[src/rtl/alu_seq_pkg.sv]
// Shared types and constants for the ALU command sequencer.
// The command word is what the producer pushes and the FIFO stores.
package alu_seq_pkg;

  localparam int DATA_W = 3;

  localparam logic SEL_ADD = 1'b0;
  localparam logic SEL_SUB = 1'b1;

  typedef enum logic [1:0] {
    IDLE  = 2'd0,
    DRIVE = 2'd1,
    RESP  = 2'd2
  } state_t;

  typedef struct packed {
    logic [DATA_W-1:0] a;
    logic [DATA_W-1:0] b;
    logic              sub;
  } cmd_t;

endpackage

[src/rtl/alu_cmd_fifo.sv]
// Synchronous command FIFO with synchronous active-low reset.
// A push while full or a pop while empty is ignored.
module alu_cmd_fifo
  import alu_seq_pkg::*;
#(
  parameter int DEPTH = 4
) (
  input  logic                  clk,
  input  logic                  reset_n,
  input  logic                  i_push,
  input  cmd_t                  i_push_data,
  input  logic                  i_pop,
  output cmd_t                  o_pop_data,
  output logic                  o_full,
  output logic                  o_empty,
  output logic [$clog2(DEPTH):0] o_count
);

  localparam int PTR_W = $clog2(DEPTH);
  localparam logic [PTR_W:0] FULL_CNT = (PTR_W+1)'(DEPTH);

  cmd_t             r_mem [DEPTH];
  logic [PTR_W-1:0] r_wr_ptr;
  logic [PTR_W-1:0] r_rd_ptr;
  logic [PTR_W:0]   r_count;
  logic             w_do_push;
  logic             w_do_pop;

  assign w_do_push = i_push & ~o_full;
  assign w_do_pop  = i_pop & ~o_empty;

  // Storage is not reset; only the pointers and count define validity.
  always_ff @(posedge clk) begin
    if (w_do_push) begin
      r_mem[r_wr_ptr] <= i_push_data;
    end
  end

  always_ff @(posedge clk) begin
    if (!reset_n) begin
      r_wr_ptr <= '0;
      r_rd_ptr <= '0;
      r_count  <= '0;
    end else begin
      if (w_do_push) begin
        r_wr_ptr <= r_wr_ptr + 1'b1;
      end
      if (w_do_pop) begin
        r_rd_ptr <= r_rd_ptr + 1'b1;
      end
      case ({w_do_push, w_do_pop})
        2'b10:   r_count <= r_count + 1'b1;
        2'b01:   r_count <= r_count - 1'b1;
        default: r_count <= r_count;
      endcase
    end
  end

  assign o_pop_data = r_mem[r_rd_ptr];
  assign o_full     = (r_count == FULL_CNT);
  assign o_empty    = (r_count == '0);
  assign o_count    = r_count;

endmodule

[src/rtl/alu_op_sequencer.sv]
// Command stage in front of the 3-bit ALU: queues add/sub commands, drives
// one at a time onto the ALU pins and returns F over a valid/ready channel.
//
// state | meaning
// IDLE  | no command on the ALU; waiting for the FIFO to hold one
// DRIVE | operands stable; ALU samples them on the falling edge
// RESP  | result held on res_f until the consumer takes it
module alu_op_sequencer
  import alu_seq_pkg::*;
#(
  parameter int DEPTH = 4,
  parameter int CNT_W = 8
) (
  input  logic              clk,
  input  logic              reset_n,
  input  logic              cmd_valid,
  output logic              cmd_ready,
  input  logic [DATA_W-1:0] cmd_a,
  input  logic [DATA_W-1:0] cmd_b,
  input  logic              cmd_sub,
  output logic [DATA_W-1:0] alu_a,
  output logic [DATA_W-1:0] alu_b,
  output logic              alu_select,
  input  logic [DATA_W-1:0] alu_f,
  output logic              res_valid,
  input  logic              res_ready,
  output logic [DATA_W-1:0] res_f,
  output logic              busy,
  output logic [CNT_W-1:0]  ops_done
);

  localparam int PTR_W = $clog2(DEPTH);

  state_t              r_state;
  logic [DATA_W-1:0]   r_alu_a;
  logic [DATA_W-1:0]   r_alu_b;
  logic                r_alu_select;
  logic                r_res_valid;
  logic [DATA_W-1:0]   r_res_f;
  logic [CNT_W-1:0]    r_ops_done;

  cmd_t                w_cmd_in;
  cmd_t                w_head;
  cmd_t                w_next_cmd;
  logic                w_full;
  logic                w_empty;
  logic [PTR_W:0]      w_count;
  logic                w_push;
  logic                w_hs;
  logic                w_bypass;
  logic                w_fifo_push;
  logic                w_pop;

  assign w_cmd_in = '{a: cmd_a, b: cmd_b, sub: cmd_sub};
  assign w_push   = cmd_valid & cmd_ready;
  assign w_hs     = (r_state == RESP) & r_res_valid & res_ready;

  // A command arriving on the handshake edge with an empty FIFO goes
  // straight to the operand regs instead of through the FIFO.
  assign w_bypass    = w_hs & w_empty & w_push;
  assign w_fifo_push = w_push & ~w_bypass;
  assign w_pop       = ((r_state == IDLE) | w_hs) & ~w_empty;
  assign w_next_cmd  = w_bypass ? w_cmd_in : w_head;

  alu_cmd_fifo #(
    .DEPTH(DEPTH)
  ) u_fifo (
    .clk         (clk),
    .reset_n     (reset_n),
    .i_push      (w_fifo_push),
    .i_push_data (w_cmd_in),
    .i_pop       (w_pop),
    .o_pop_data  (w_head),
    .o_full      (w_full),
    .o_empty     (w_empty),
    .o_count     (w_count)
  );

  always_ff @(posedge clk) begin
    if (!reset_n) begin
      r_state      <= IDLE;
      r_alu_a      <= '0;
      r_alu_b      <= '0;
      r_alu_select <= SEL_ADD;
      r_res_valid  <= 1'b0;
      r_res_f      <= '0;
      r_ops_done   <= '0;
    end else begin
      case (r_state)
        IDLE: begin
          if (!w_empty) begin
            r_alu_a      <= w_head.a;
            r_alu_b      <= w_head.b;
            r_alu_select <= w_head.sub;
            r_state      <= DRIVE;
          end
        end
        DRIVE: begin
          r_res_f     <= alu_f;
          r_res_valid <= 1'b1;
          r_state     <= RESP;
        end
        RESP: begin
          if (w_hs) begin
            r_res_valid <= 1'b0;
            r_ops_done  <= r_ops_done + 1'b1;
            if (!w_empty || w_push) begin
              r_alu_a      <= w_next_cmd.a;
              r_alu_b      <= w_next_cmd.b;
              r_alu_select <= w_next_cmd.sub;
              r_state      <= DRIVE;
            end else begin
              r_state <= IDLE;
            end
          end
        end
        default: begin
          r_state     <= IDLE;
          r_res_valid <= 1'b0;
        end
      endcase
    end
  end

  assign cmd_ready  = reset_n & ~w_full;
  assign alu_a      = r_alu_a;
  assign alu_b      = r_alu_b;
  assign alu_select = r_alu_select;
  assign res_valid  = r_res_valid;
  assign res_f      = r_res_f;
  assign ops_done   = r_ops_done;
  assign busy       = (r_state != IDLE) | (w_count != '0);

endmodule

[config.mk]
export PLATFORM = sky130hd
export DESIGN_NAME = alu_op_sequencer
export DESIGN_NICKNAME = d
export VERILOG_FILES = /design/src/rtl/alu_seq_pkg.sv /design/src/rtl/alu_cmd_fifo.sv /design/src/rtl/alu_op_sequencer.sv
export SDC_FILE = /design/constraint.sdc
export NUM_CORES = 1
export LEC_CHECK = 0
export CORE_UTILIZATION = 40
export CTS_BUF_LIST = sky130_fd_sc_hd__clkbuf_8
export CTS_CLUSTER_SIZE = 16
export DETAILED_ROUTE_END_ITERATION = 10
export PLACE_DENSITY_LB_ADDON = 0.2
export SLEW_MARGIN = 20
export SYNTH_ARGS = -nofsm -noshare
export SYNTH_HDL_FRONTEND = slang
export SYNTH_SLANG_ARGS = --single-unit
[constraint.sdc]
create_clock -name clk -period 2.7 [get_ports clk]
set_input_delay 0.405 -clock clk [delete_from_list [all_inputs] [get_ports clk]]
set_output_delay 0.405 -clock clk [all_outputs]
set_load 0.005 [all_outputs]
==> Flow_metrics.wiki <==
{| class="wikitable"
! Metric !! Value
|-
| Cells after synthesis || 200
|-
| Largest area contributor in the netlist || sky130_fd_sc_hd__edfxtp_1
|-
| Largest fanout on the critical path || 3
|-
| Final HPWL DP || about 3200 um
|-
| Global-route wire length before repair || 7730 um
|-
| Switching component of the power || just over 0.8 mW
|-
| Register-to-register setup slack || between 0.5 and 0.6 ns
|-
| Vias per cell || 5.07
|-
| Synthesized netlist net count || ~220
|-
| Detailed-route wire length per cell || 15.4 um
|-
| Hold Crit Class || flop to flop
|-
| Area taken by flip-flops and latches || between 1000 and 1500 um^2
|-
| Die outline area || about 6400 um^2
|-
| Final antenna-violating net count || 0
|-
| Core region area || 5680 um^2
|-
| Post-CTS setup repair buffer count || 0
|-
| CTS tree || yes
|-
| Share of cell area taken by muxes after synthesis || 0.0775
|-
| Area share of the largest cell type after synthesis || 0.347
|-
| Share of power burned in combinational logic || 0.276
|-
| Fraction of power consumed by sequential logic || 0.409
|-
| Leading cell types by total area after synthesis || sky130_fd_sc_hd__edfxtp_1 35%, sky130_fd_sc_hd__dfxtp_1 25%, sky130_fd_sc_hd__mux4_2 6.5%, sky130_fd_sc_hd__ha_1 3.1%, sky130_fd_sc_hd__nand2_1 3.1%
|-
| Worst reg-to-reg path cell count || 10
|-
| Relative slew margins || 0.661
|-
| Count of unresolved DRC violations after routing || 0
|-
| Layout cell share with drive strength beyond 1 || 0.126
|-
| Library cell used as clock root buffer || sky130_fd_sc_hd__clkbuf_8
|-
| Via count of the routed design || 1616
|-
| Max_cap viols || 0
|-
| Number of different library cells in the post-synthesis netlist || 42
|-
| Via count of the first global-routing pass || roughly 1500
|-
| Total of flip-flops plus latches after synthesis || 58
|-
| Post-route clock period utilization || 0.847
|-
| Largest net degree at the start of global routing || 27
|-
| Pre-CTS setup slack || between 0.08 and 0.09 ns
|-
| Worst EP required || about 3.0 ns
|-
| Vertical extent of the die || roughly 80 um
|-
| RSZ-0062 raised after global routing || false
|-
| Post-synthesis average cell area || roughly 12 um^2
|-
| Placer Congestion || 0.726
|-
| Total power of the final layout || 2.81 mW
|-
| Number of pins exceeding their max-slew limit in the final report || 0
|-
| Origin of the critical flop-to-flop path || r_state[1]$_SDFFE_PN0P_
|-
| Number of detailed-routing iterations run before antenna repair || 4
|-
| End of the worst register-to-register path || u_fifo.o_count[2]$_SDFFE_PN0P_
|-
| Synthesized-area fraction occupied by xor and xnor cells || 0.0326
|-
| Initial Util || 0.427
|-
| End-of-flow core utilization || 0.539
|-
| Final-layout fill cell count || 513
|-
| Arr. time, crit path || 2.56 ns
|-
| Final period demand of the worst path || roughly 2.3 ns
|-
| Total Nets Final || 263
|-
| Kind of end point of the critical path || flop
|-
| H-Tree Depth || 3
|-
| Skew-Pair Late Insertion Delay || 0.34 ns
|-
| # hold bufs at CTS || 0
|-
| Worst Clk Skew || roughly 0.0064 ns
|-
| Path type of the worst setup path || input port to flop
|-
| Congestion Overflow GR || 0
|-
| Critical path launch point type || input port
|-
| Total inserted antenna cells || 0
|-
| Power density over cell area || 917 nW/um^2
|-
| Die width || 79.8 um
|-
| Global-route usage over all layers || 0.171
|-
| Synthesized-area fraction occupied by adder cells || 0.0393
|-
| Top-level I/O count || 35
|-
| Cell area after synthesis || 2420 um^2
|-
| Buffers from clock root to sink, at most || 2
|-
| Number of gates resized after cts || 0
|-
| Setup TNS || 0 ns
|-
| Number of DRC markers after the initial detailed-route iteration || 153
|-
| Dominant combinational cell family by area after synthesis || simple AND/OR/NAND/NOR gates
|-
| Count of buffers from port buffering || 34
|-
| Footprint of the multi-input gates || about 900 um^2
|-
| DRT Wirelength || roughly 4900 um
|-
| Leakage power || around 1.1 nW
|-
| Synth Area in Compound Gates || 0.0744
|-
| Internal cell power || approximately 2.0 mW
|-
| Area added between synthesis and finish || 26.4%
|-
| Number of failing hold endpoints at the final stage || 0
|-
| Hold-critical path endpoint || ops_done[7]$_SDFFE_PN0P_
|-
| Post-synthesis simple-gate area fraction || 0.147
|-
| Setup slack of the critical path after layout || 0.413 ns
|-
| Hold Path Depth || 2
|-
| # rows || 27
|-
| Highest achievable clock rate || around 440 MHz
|-
| Clock Pin Slew Worst Setup and Hold Paths || ~0.060 ns
|-
| Cts bufs inserted || 9
|-
| Final setup vio count || 0
|-
| Result of the run || completed
|-
| Proportion of total power due to net switching || 0.291
|-
| Clock sink count || between 50 and 60
|-
| Sequential cell area fraction in the yosys report || 0.595
|-
| Clock network fraction of total power || 0.315
|-
| Maximum vdd ir drop || 461 uV
|-
| Min-delay src || ops_done[7]$_SDFFE_PN0P_
|-
| Antenna violations before repair || 0
|-
| Worst-margin pin slew || 0.507 ns
|-
| Number of warnings issued by yosys || 0
|}
flip-flops by register name, summed over array words and instances (netlist names), 2 cells and up, named ones only:
signal / cells
alu_a: 3
alu_b: 3
ops_done: 8
r_state: 2
res_f: 3
u_fifo.o_count: 3
u_fifo.r_mem: 28
u_fifo.r_rd_ptr: 2
u_fifo.r_wr_ptr: 2
power groups by stage:
stage | Clock [mW] | Sequential, mW | Combinational, mW
3_5_place_dp | 0 | 1.17 | 0.777
5_1_grt | 0.943 | 1.17 | 0.856
3_3_place_gp | 0 | 1.17 | 0.769
4_1_cts | 0.898 | 1.15 | 0.782
6_report | 0.883 | 1.15 | 0.775
2_1_floorplan | 0 | 1.12 | 0.550
layout by cell type, fill, tap and decap left out, types with 2 or more instances in the layout:
master                            count
sky130_fd_sc_hd__clkdlybuf4s50_1     34
sky130_fd_sc_hd__xor2_1               6
sky130_fd_sc_hd__nor2_1              19
sky130_fd_sc_hd__ha_1                 6
sky130_fd_sc_hd__xnor2_1              3
sky130_fd_sc_hd__inv_1                9
sky130_fd_sc_hd__bufinv_16            2
sky130_fd_sc_hd__a311oi_1             7
sky130_fd_sc_hd__and2_1               4
sky130_fd_sc_hd__or3_1                2
sky130_fd_sc_hd__and3_1               5
sky130_fd_sc_hd__a21oi_1              8
sky130_fd_sc_hd__nand2_1             20
sky130_fd_sc_hd__dfxtp_1             30
sky130_fd_sc_hd__clkinv_2             2
sky130_fd_sc_hd__mux2i_1              3
sky130_fd_sc_hd__nor3_1               7
sky130_fd_sc_hd__o21ai_0              5
sky130_fd_sc_hd__nand3_1              5
sky130_fd_sc_hd__clkbuf_8            10
sky130_fd_sc_hd__mux4_2               7
sky130_fd_sc_hd__edfxtp_1            28
sky130_fd_sc_hd__buf_4                5
critical path: stages:
cell and delay (ns):
sky130_fd_sc_hd__clkdlybuf4s50_1 0.49, sky130_fd_sc_hd__and4b_1 0.22, sky130_fd_sc_hd__o21a_1 0.15, sky130_fd_sc_hd__nor2_1 0.05
sky130_fd_sc_hd__inv_1 0.05, sky130_fd_sc_hd__ha_1 0.16, sky130_fd_sc_hd__inv_1 0.06, sky130_fd_sc_hd__fa_1 0.38
sky130_fd_sc_hd__xor2_1 0.16, sky130_fd_sc_hd__or3_1 0.30, sky130_fd_sc_hd__a21oi_1 0.14
worst max path at each step:
stage	startpoint	endpoint	slack, ns
floorplan	r_state[1]$_SDFFE_PN0P_	u_fifo.o_count[2]$_SDFFE_PN0P_	0.46
global placement	res_ready	u_fifo.o_count[2]$_SDFFE_PN0P_	0.12
detailed placement	res_ready	u_fifo.o_count[2]$_SDFFE_PN0P_	0.09
CTS	res_ready	u_fifo.o_count[2]$_SDFFE_PN0P_	0.41
global route	res_ready	u_fifo.o_count[2]$_SDFFE_PN0P_	0.29
finish	res_ready	u_fifo.o_count[2]$_SDFFE_PN0P_	0.41
synth_stat cells, drive strengths merged:
library cell / count
o21ai: 6
mux4: 7
buf: 5
or2: 2
nand3: 5
or3: 2
nor2: 19
xnor2: 3
clkinv: 1
o31ai: 1
o21a: 1
and4b: 1
nand4: 2
inv: 8
a311oi: 7
o211ai: 1
edfxtp: 28
nor3: 8
and3: 5
ha: 6
nand2: 20
dfxtp: 30
a211oi: 1
xor2: 6
nand4b: 1
mux2i: 3
nor2b: 1
clkbuf: 3
fa: 1
and2b: 1
and2: 4
a21oi: 9
o211a: 1
nand2b: 1
metrics by stage:
step | std cells | hold WS (ns) | cell area (um^2)
after global routing | 319 | 0.526 | 3060
after detailed placement | 303 | 0.486 | 2840
after CTS | 319 | 0.499 | 3060
final | 319 | 0.494 | 3060
after floorplan | 200 | 0.474 | 2420
after global placement | 303 | 0.467 | 2840
cells by family after synthesis:
logic type                 Yosys count
AOI/OAI and AO/OA                   27
buffers and inverters               17
adders and majority gates            7
DFF                                 58
xor gates and xnor gates             9
muxes                               10
and+or+nand+nor                     72
layer usage:
layer | GRT usage | wire [um] | part of all wire
met5 | 0 | 0 | 0
met4 | 0.113 | 103 | 0.021
met3 | 0.0549 | 270 | 0.055
met2 | 0.234 | 2160 | 0.44
met1 | 0.228 | 2360 | 0.48
area by class of cell:
cell class	count	share of cell area
clock buffers	10	0.0450
clock inverters	6	0.0266
repair buffers	39	0.124
multi-input cells	125	0.293
flip-flops and latches	58	0.471
inverters	9	0.0110
well taps	72	0.0294
(Power assumes the default switching activity.)
